--- src/rtl/datamem_arbiter.sv ---
// Round-robin arbiter sharing a single-port byte-addressed data memory between
// the CPU LSU (requester 0) and the debug/loader port (requester 1).
module datamem_arbiter #(
    parameter int MEM_BYTES  = 512,
    parameter int ADDR_WIDTH = 32
) (
    input  logic                    clk,
    input  logic                    rst_n,
    input  logic [1:0]              req_valid,
    output logic [1:0]              req_ready,
    input  logic [1:0]              req_we,
    input  logic [3:0]              req_size,
    input  logic [1:0]              req_unsigned,
    input  logic [2*ADDR_WIDTH-1:0] req_addr,
    input  logic [63:0]             req_wdata,
    output logic [1:0]              resp_valid,
    output logic [31:0]             resp_rdata,
    output logic                    resp_err,
    output logic [ADDR_WIDTH-1:0]   mem_addr,
    output logic [31:0]             mem_wdata,
    output logic [3:0]              mem_be,
    output logic                    mem_wen,
    input  logic [31:0]             mem_rdata
);

    typedef enum logic [1:0] {IDLE, ISSUE, RESP} state_e;

    localparam logic [ADDR_WIDTH:0] MEM_LIM = (ADDR_WIDTH+1)'(MEM_BYTES);

    state_e                state_q, state_d;
    logic                  ptr_q, ptr_d;
    logic                  gnt_q, gnt_d;
    logic                  we_q, we_d;
    logic [1:0]            size_q, size_d;
    logic                  uns_q, uns_d;
    logic [1:0]            off_q, off_d;
    logic                  err_q, err_d;
    logic [ADDR_WIDTH-1:0] mem_addr_q, mem_addr_d;
    logic [31:0]           mem_wdata_q, mem_wdata_d;
    logic [3:0]            mem_be_q, mem_be_d;
    logic                  mem_wen_q, mem_wen_d;

    // Fields of the requester that would be granted this cycle
    logic                  any_req, sel;
    logic                  s_we, s_uns;
    logic [1:0]            s_size, s_off;
    logic [ADDR_WIDTH-1:0] s_addr;
    logic [31:0]           s_wdata, s_lanes;
    logic [2:0]            s_bytes;
    logic [3:0]            s_mask;
    logic                  s_misal, s_err;
    logic [ADDR_WIDTH:0]   s_end;

    always_comb begin
        any_req = |req_valid;
        sel     = (&req_valid) ? ptr_q : req_valid[1];
        s_we    = sel ? req_we[1]       : req_we[0];
        s_uns   = sel ? req_unsigned[1] : req_unsigned[0];
        s_size  = sel ? req_size[3:2]   : req_size[1:0];
        s_addr  = sel ? req_addr[2*ADDR_WIDTH-1:ADDR_WIDTH] : req_addr[ADDR_WIDTH-1:0];
        s_wdata = sel ? req_wdata[63:32] : req_wdata[31:0];
        s_off   = s_addr[1:0];
    end

    // Big-endian lanes: offset 0 lives in bits [31:24]
    always_comb begin
        s_bytes = 3'd1;
        s_mask  = 4'b1000 >> s_off;
        s_lanes = {4{s_wdata[7:0]}};
        s_misal = 1'b0;
        case (s_size)
            2'b00: ;
            2'b01: begin
                s_bytes = 3'd2;
                s_mask  = 4'b1100 >> s_off;
                s_lanes = {2{s_wdata[15:0]}};
                s_misal = s_addr[0];
            end
            2'b10: begin
                s_bytes = 3'd4;
                s_mask  = 4'b1111;
                s_lanes = s_wdata;
                s_misal = |s_addr[1:0];
            end
            default: s_misal = 1'b1;
        endcase
        // One extra bit so an access straddling the top of the address space cannot wrap
        s_end = {1'b0, s_addr} + (ADDR_WIDTH+1)'(s_bytes);
        s_err = s_misal | (s_end > MEM_LIM);
    end

    always_comb begin
        state_d     = state_q;
        ptr_d       = ptr_q;
        gnt_d       = gnt_q;
        we_d        = we_q;
        size_d      = size_q;
        uns_d       = uns_q;
        off_d       = off_q;
        err_d       = err_q;
        mem_addr_d  = mem_addr_q;
        mem_wdata_d = mem_wdata_q;
        mem_be_d    = 4'b0000;
        mem_wen_d   = 1'b0;
        case (state_q)
            IDLE: begin
                if (any_req) begin
                    state_d     = ISSUE;
                    gnt_d       = sel;
                    ptr_d       = ~sel;
                    we_d        = s_we;
                    size_d      = s_size;
                    uns_d       = s_uns;
                    off_d       = s_off;
                    err_d       = s_err;
                    mem_addr_d  = {s_addr[ADDR_WIDTH-1:2], 2'b00};
                    mem_wdata_d = s_lanes;
                    mem_be_d    = s_err ? 4'b0000 : s_mask;
                    mem_wen_d   = s_we & ~s_err;
                end
            end
            ISSUE:   state_d = RESP;
            RESP:    state_d = IDLE;
            default: state_d = IDLE;
        endcase
    end

    always_ff @(posedge clk or negedge rst_n) begin
        if (!rst_n) begin
            state_q     <= IDLE;
            ptr_q       <= 1'b0;
            gnt_q       <= 1'b0;
            we_q        <= 1'b0;
            size_q      <= 2'b00;
            uns_q       <= 1'b0;
            off_q       <= 2'b00;
            err_q       <= 1'b0;
            mem_addr_q  <= '0;
            mem_wdata_q <= '0;
            mem_be_q    <= 4'b0000;
            mem_wen_q   <= 1'b0;
        end else begin
            state_q     <= state_d;
            ptr_q       <= ptr_d;
            gnt_q       <= gnt_d;
            we_q        <= we_d;
            size_q      <= size_d;
            uns_q       <= uns_d;
            off_q       <= off_d;
            err_q       <= err_d;
            mem_addr_q  <= mem_addr_d;
            mem_wdata_q <= mem_wdata_d;
            mem_be_q    <= mem_be_d;
            mem_wen_q   <= mem_wen_d;
        end
    end

    // Ready is masked by reset so a held request never shows an acceptance during reset
    always_comb begin
        req_ready = 2'b00;
        if (rst_n && state_q == IDLE && any_req)
            req_ready = sel ? 2'b10 : 2'b01;
    end

    logic [31:0] rd_sh;

    always_comb begin
        resp_valid = 2'b00;
        resp_rdata = '0;
        resp_err   = 1'b0;
        rd_sh      = mem_rdata << {off_q, 3'b000};
        if (state_q == RESP) begin
            resp_valid = gnt_q ? 2'b10 : 2'b01;
            resp_err   = err_q;
            if (!we_q && !err_q) begin
                case (size_q)
                    2'b00:   resp_rdata = {{24{~uns_q & rd_sh[31]}}, rd_sh[31:24]};
                    2'b01:   resp_rdata = {{16{~uns_q & rd_sh[31]}}, rd_sh[31:16]};
                    default: resp_rdata = rd_sh;
                endcase
            end
        end
    end

    assign mem_addr  = mem_addr_q;
    assign mem_wdata = mem_wdata_q;
    assign mem_be    = mem_be_q;
    assign mem_wen   = mem_wen_q;

endmodule

--- config.mk ---
export PLATFORM = sky130hd
export DESIGN_NAME = datamem_arbiter
export DESIGN_NICKNAME = d
export VERILOG_FILES = /design/src/rtl/datamem_arbiter.sv
export SDC_FILE = /design/constraint.sdc
export NUM_CORES = 1
export LEC_CHECK = 0
export CAP_MARGIN = 25
export CORE_ASPECT_RATIO = 2
export CORE_MARGIN = 5
export CORE_UTILIZATION = 45
export CTS_BUF_LIST = sky130_fd_sc_hd__clkbuf_8
export CTS_CLUSTER_SIZE = 16
export DETAILED_ROUTE_END_ITERATION = 16
export PLACE_DENSITY = 0.95
export SLEW_MARGIN = 20
export SYNTH_ARGS = -nofsm -noshare
export SYNTH_HDL_FRONTEND = slang
export SYNTH_SLANG_ARGS = --single-unit
--- constraint.sdc ---
create_clock -name clk -period 10.05 [get_ports clk]
set_clock_uncertainty 0.1 [all_clocks]
set_input_delay 1.5075 -clock clk [delete_from_list [all_inputs] [get_ports clk]]
set_output_delay 1.5075 -clock clk [all_outputs]
set_load 0.01 [all_outputs]
After elaboration in Yosys (flattened, before gate mapping) --
Index checks and enable logic that the tools add are counted. Widths: inputs -> output; s select.
Word-level totals: flip-flop bits (word level) 78, bits of input ports 172, output and inout port bits 106, word-level logic and storage cells 66
Cells by class: add/subtract/negate cells 1, order comparisons 1, equal/unequal tests 6, shift-type cells 3, multiplexer cells 25, bitwise operators 6, reductions and logical operators 12
Operators with widths (number):
- $mux 32 | 4
- $pmux 32 s2 | 2
- $add 32x3->33 | 1
- $gt 33x10->1 const B | 1
- $shl 32x5->32 | 1
- $mux 2 | 6
- $mux 4 | 3
- $pmux 4 s2 | 1
- $shr 4x2->4 const A | 2
- $eq 2x1->1 const B | 3
- $logic_not 2->1 | 3
- $mux 1 | 6
- $pmux 3 s2 | 1
- $eq 2x2->1 const B | 2
- $pmux 2 s2 | 1
- $reduce_and 2->1 | 2
- $reduce_or 2->1 | 2
- $logic_and 1x1->1 | 3
- $not 1->1 | 3
- $pmux 1 s3 | 1
- $and 1x1->1 | 2
- $logic_not 1->1 | 2
- $ne 2x2->1 const B | 1
- $or 1x1->1 | 1

Longest topological paths before layout --
word-level depth 12, gate-level depth with buffers 19, depth with buffers taken out 15

Worst setup path before layout --
No wires, ideal clock.
kind input port to flip-flop, from in req_valid[0], to reg err_q, setup time 0.137 ns, arrival 5.709 ns, required time 9.813 ns, setup slack 4.104 ns, cell stages on the path 19, path buffers 4, path through nor2b_1 buf_6 nor2_4 buf_2 buf_2 clkbuf_1 mux2i_1 inv_1 ha_1 ha_1 fa_1 a21oi_1 nor3_2 a32oi_2 o21a_1 or3b_1 a2111o_1 a2111o_1 a2bb2oi_1
On the way: word-level cells in the longest chain between the ends 8, elaborated cells on any way between the ends 15, classes of those cells 1 x add/sub; 1 x order compare; 2 x eq/ne; 5 x mux; 1 x bitwise; 5 x reduce/logical
Ends and longest elaborated chain:
- from (decl) | line 9 | input logic [1:0] req_valid,
- $reduce_and 2->1 (*) | line 56 | sel = (&req_valid) ? ptr_q : req_valid[1];
- $mux 1 (*) | line 56
- $mux 2 (*) | line 59 | s_size = sel ? req_size[3:2] : req_size[1:0];
- via s_size[1] | line 46 | logic [1:0] s_size, s_off;
- $eq 2x2->1 / $eq 2x1->1 (equally long branches) | line 71 | case (s_size)
- $pmux 3 s2 | line 71
- $add 32x3->33 | line 88 | s_end = {1'b0, s_addr} + (ADDR_WIDTH+1)'(s_bytes);
- $gt 33x10->1 | line 89 | s_err = s_misal | (s_end > MEM_LIM);
- $or 1x1->1 (*) | line 89
- to (signal assigned) | line 150 | err_q <= err_d;
- to (decl) | line 37 | logic err_q, err_d;
Mark *: on every way through the listed nets, which the timed path passes. The rest lies on a longest branch. A chain may end at the register's enable or synchronous reset.

Worst setup path in the final report --
from in req_valid[1], to reg err_q
On the way: word-level cells in the longest chain between the ends 8, elaborated cells on any way between the ends 15, classes of those cells 1 x add/sub; 1 x order compare; 2 x eq/ne; 5 x mux; 1 x bitwise; 5 x reduce/logical
Ends and longest elaborated chain (line):
- $reduce_and 2->1 | 56
- $mux 1 (*) | 56
- $mux 2 (*) | 59
- via s_size[1] | 46
- $eq 2x2->1 / $eq 2x1->1 (equally long branches) | 71
- $pmux 3 s2 | 71
- $add 32x3->33 | 88
- $gt 33x10->1 | 89
- $or 1x1->1 (*) | 89
Marks and branches as above.

==> run_results.csv <==
group,metric,value,unit
timing,worstMarginPinSlew,0.9711,ns
setup_path,reg2reg_to,"err_q",
timing,setup_slack,3.057,ns
final_layout,multi_input_area,3909,um2
setup_path,cp-end-kind,"flop",
timing,finalHoldViolations,0,
power,p_leak,3.738,nW
placement,gp_congestion,0.9500,
die,die_h,175.8,um
global_route,grt-ovfl-total,0,
hold_path,hold_start,"we_q",
clock_network,cts.clk_slew.worst_paths,0.08,ns
setup_path,slowest_delay,0.73,ns
clock_network,cts_resized,0,
synthesis,synth.largest_area_cell,"dfrtp_1",
hold_path,holdPathEnd,"we_q",
synthesis,yosysMostFrequentCell,"nand2_1",
final_layout,fillers,1094,
detailed_routing,ant_nets,0,
synthesis,ys.flop_type,"dfrtp_1",
timing,rsz0062_at_grt,"no",
synthesis,synth_seq_cells,78,
global_route,antenna_found_initial,0,
setup_path,required,10.15,ns
detailed_routing,via_per_inst,6.131,
synthesis,syn_inst,807,
power,ir_worst_vdd,0.1215,mV
global_route,grt_max_degree,105,
detailed_routing,drc_errors,0,
setup_path,crit_arrival,7.09,ns
power,total_power,0.001939,W
synthesis,ys_async_sr_fraction,100.0,%
timing,finalSetupTns,0,ns
timing,setup_viol,0,
timing,fin_crit,6.993,ns
clock_network,cts_setup_buffers,0,
setup_path,path_class,"primary input to flop",
placement,hpwl,19.77,mm
synthesis,yosys_warnings,0,
detailed_routing,dr.pass1.iters,5,
synthesis,synth_common_cells,"nand2_1, a21oi_1, dfrtp_1, nor2_1, mux2i_1",
clock_network,clkSinkCount,78,
setup_path,worstPathCellList,"clkdlybuf4s50_1, buf_4, inv_2, nor2_4, buf_4, mux2i_1, inv_1, ha_1, ha_1, fa_1, a21oi_1, nor3_2, a32oi_2, o21a_1, or3b_1, a2111o_1, a2111o_1, a2bb2oi_1",
power,p_per_area,212.0,nW/um2
die,dieArea,16330,um2
synthesis,synth_top_cell_area_share,31.55,%
die,core-area,13510,um2
clock_network,cts_hold_buf,0,
synthesis,synth_area_leaders,"dfrtp_1, mux2i_1, nand2_1",
detailed_routing,drt-total-wl,25.29,mm
clock_network,numCtsBuffers,9,
synthesis,synth.avg_cell_area,7.665,um2
final_layout,regArea,1952,um2
setup_path,critPathLaunchType,"primary input",
synthesis,synth.distinct_cells,71,
setup_path,r2r_slack,4.44,ns
clock_network,cts_tree,"yes",
final_layout,area_growth,47.80,%
setup_path,reg2reg_depth,16,
job,maxCapViolCount,0,
detailed_routing,detail_route.wl_per_cell,21.02,um
clock_network,h-tree-depth,3,
clock_network,clock_latency,0.36,ns
status,status,"completed",
synthesis,synth-edff-count,0,
final_layout,nets,1222,
timing,slew_headroom,35.26,%
global_route,grt_pass1_vias,7336,
die,num_io_pins,278,
global_route,grtUsageTotal,29.71,%
clock_network,cts_root_buf,"clkbuf_8",
detailed_routing,via_count,7375,
timing,drv_slew,0,
synthesis,synth_area,6186,um2
final_layout,fin_util,67.66,%
placement,dp_slack,2.821,ns
placement,io_buffers,275,
die,start_util,45.78,%
synthesis,ys_seq_area_share,31.55,%
timing,period_share,69.58,%
setup_path,path_max_fanout,63,
clock_network,clock_tree.buffer_depth,2,
detailed_routing,drt-initial-drc-count,617,
timing,fmax,0.1430,GHz
die,num_rows,60,
setup_path,slowest_stage,"ha_1",
die,die_w,92.91,um
hold_path,hold_path_depth,2,
final_layout,diodes,0,
global_route,grt_pass1_wl,38.22,mm
hold_path,hold_path.class,"flop to flop",
setup_path,rr_startpoint,"ptr_q",
final_layout,drive_above_1_share,5.439,%
registers in the layout, indices dropped and copies added, names as in the netlist:
signal	count
mem_be	4
we_q	1
ptr_q	1
off_q	2
mem_wdata	32
state_q	2
mem_addr	30
gnt_q	1
size_q	2
mem_wen	1
err_q	1
uns_q	1
worst max-delay path: cells and delay by family:
kind            cells  cell delay, ns
compound gates      6            1.68
buf+inv             5            1.61
fa+ha+maj           3            1.26
simple gates        3            0.68
mux                 1            0.35
metrics by stage:
stage	instances	instance area, um2	hold slack, ns
6_report	1203	9143	0.3808
4_1_cts	1203	9143	0.3809
5_1_grt	1203	9143	0.3981
3_3_place_gp	1187	8944	0.3368
2_1_floorplan	808	6190	0.3263
3_5_place_dp	1187	8944	0.3618
where the power goes:
| part | total, W | switching [W] | internal (W) |
|---|---|---|---|
| Sequential | 0.000544 | 0.0000935 | 0.000451 |
| Clock | 0.000243 | 0.000128 | 0.000116 |
| Combinational | 0.00115 | 0.000638 | 0.000513 |
| Total | 0.00194 | 0.000860 | 0.00108 |
placed cells by master, fill, tap and decap left out, types with 3 or more instances in the layout:
cell type        count
nand3_1             12
nor4_1               5
dfrtp_1             78
a21oi_1             88
nand4_1             14
o21a_1               3
inv_1               17
nor3_1              24
nand2_1            147
o22ai_1              9
nand3_2              3
nor2b_1              9
clkbuf_8             9
or2_2                3
buf_4               10
nor4_2               3
a221o_1              8
a31oi_1             17
mux2_2              12
clkdlybuf4s50_1    274
and3_1               3
a211oi_1            11
xor2_1               3
o21ai_0             54
inv_2                3
xnor2_1              8
nand2b_1             5
o311ai_0             3
a2111oi_0            6
nor2_1              74
mux2i_1             61
or3_1                5
a22oi_1              3
and2_1               5
ha_1                 6
worst max-delay path by stage:
stage	to	slack, ns	depth (start not counted)	startpoint
global route	mem_be[2]	2.85	18	req_valid[1]
CTS	mem_be[2]	3.15	18	req_valid[1]
detailed placement	mem_be[2]	2.82	18	req_valid[1]
floorplan	err_q	4.10	19	req_valid[0]
global placement	err_q	2.99	18	req_valid[1]
finish	err_q	3.06	18	req_valid[1]
logic make-up after synthesis:
logic type               after synthesis  share of synthesized area (%)
AND/OR/NAND/NOR                      326                          24.39
AO/OA/AOI/OAI                        229                          22.55
buffers and inverters                 79                          5.502
flip-flops                            78                          31.55
multiplexers                          76                          12.84
XOR/XNOR                              11                          1.558
adder cells (fa/ha/maj)                7                          1.537
other                                  1                        0.06062
routing by layer:
layer | up-vias | track usage [%] | routed length, um
met1 | 3491 | 29.77 | 8447
met2 | 394 | 53.69 | 13200
met4 | 0 | 19.82 | 1762
li1 | 3379 | - | -
met5 | - | 0 | 0
met3 | 111 | 6.344 | 1876
cell type report:
type                            count  area share (%)
Clock buffer                        9           1.355
Clock inverter                      7          0.8211
Inverter                           19          0.7801
Multi-Input combinational cell    651           42.75
Sequential cell                    78           21.35
Tap cell                          155           2.121
Timing Repair Buffer              284           30.82
No activity file was read; power rests on OpenSTA's default activity.
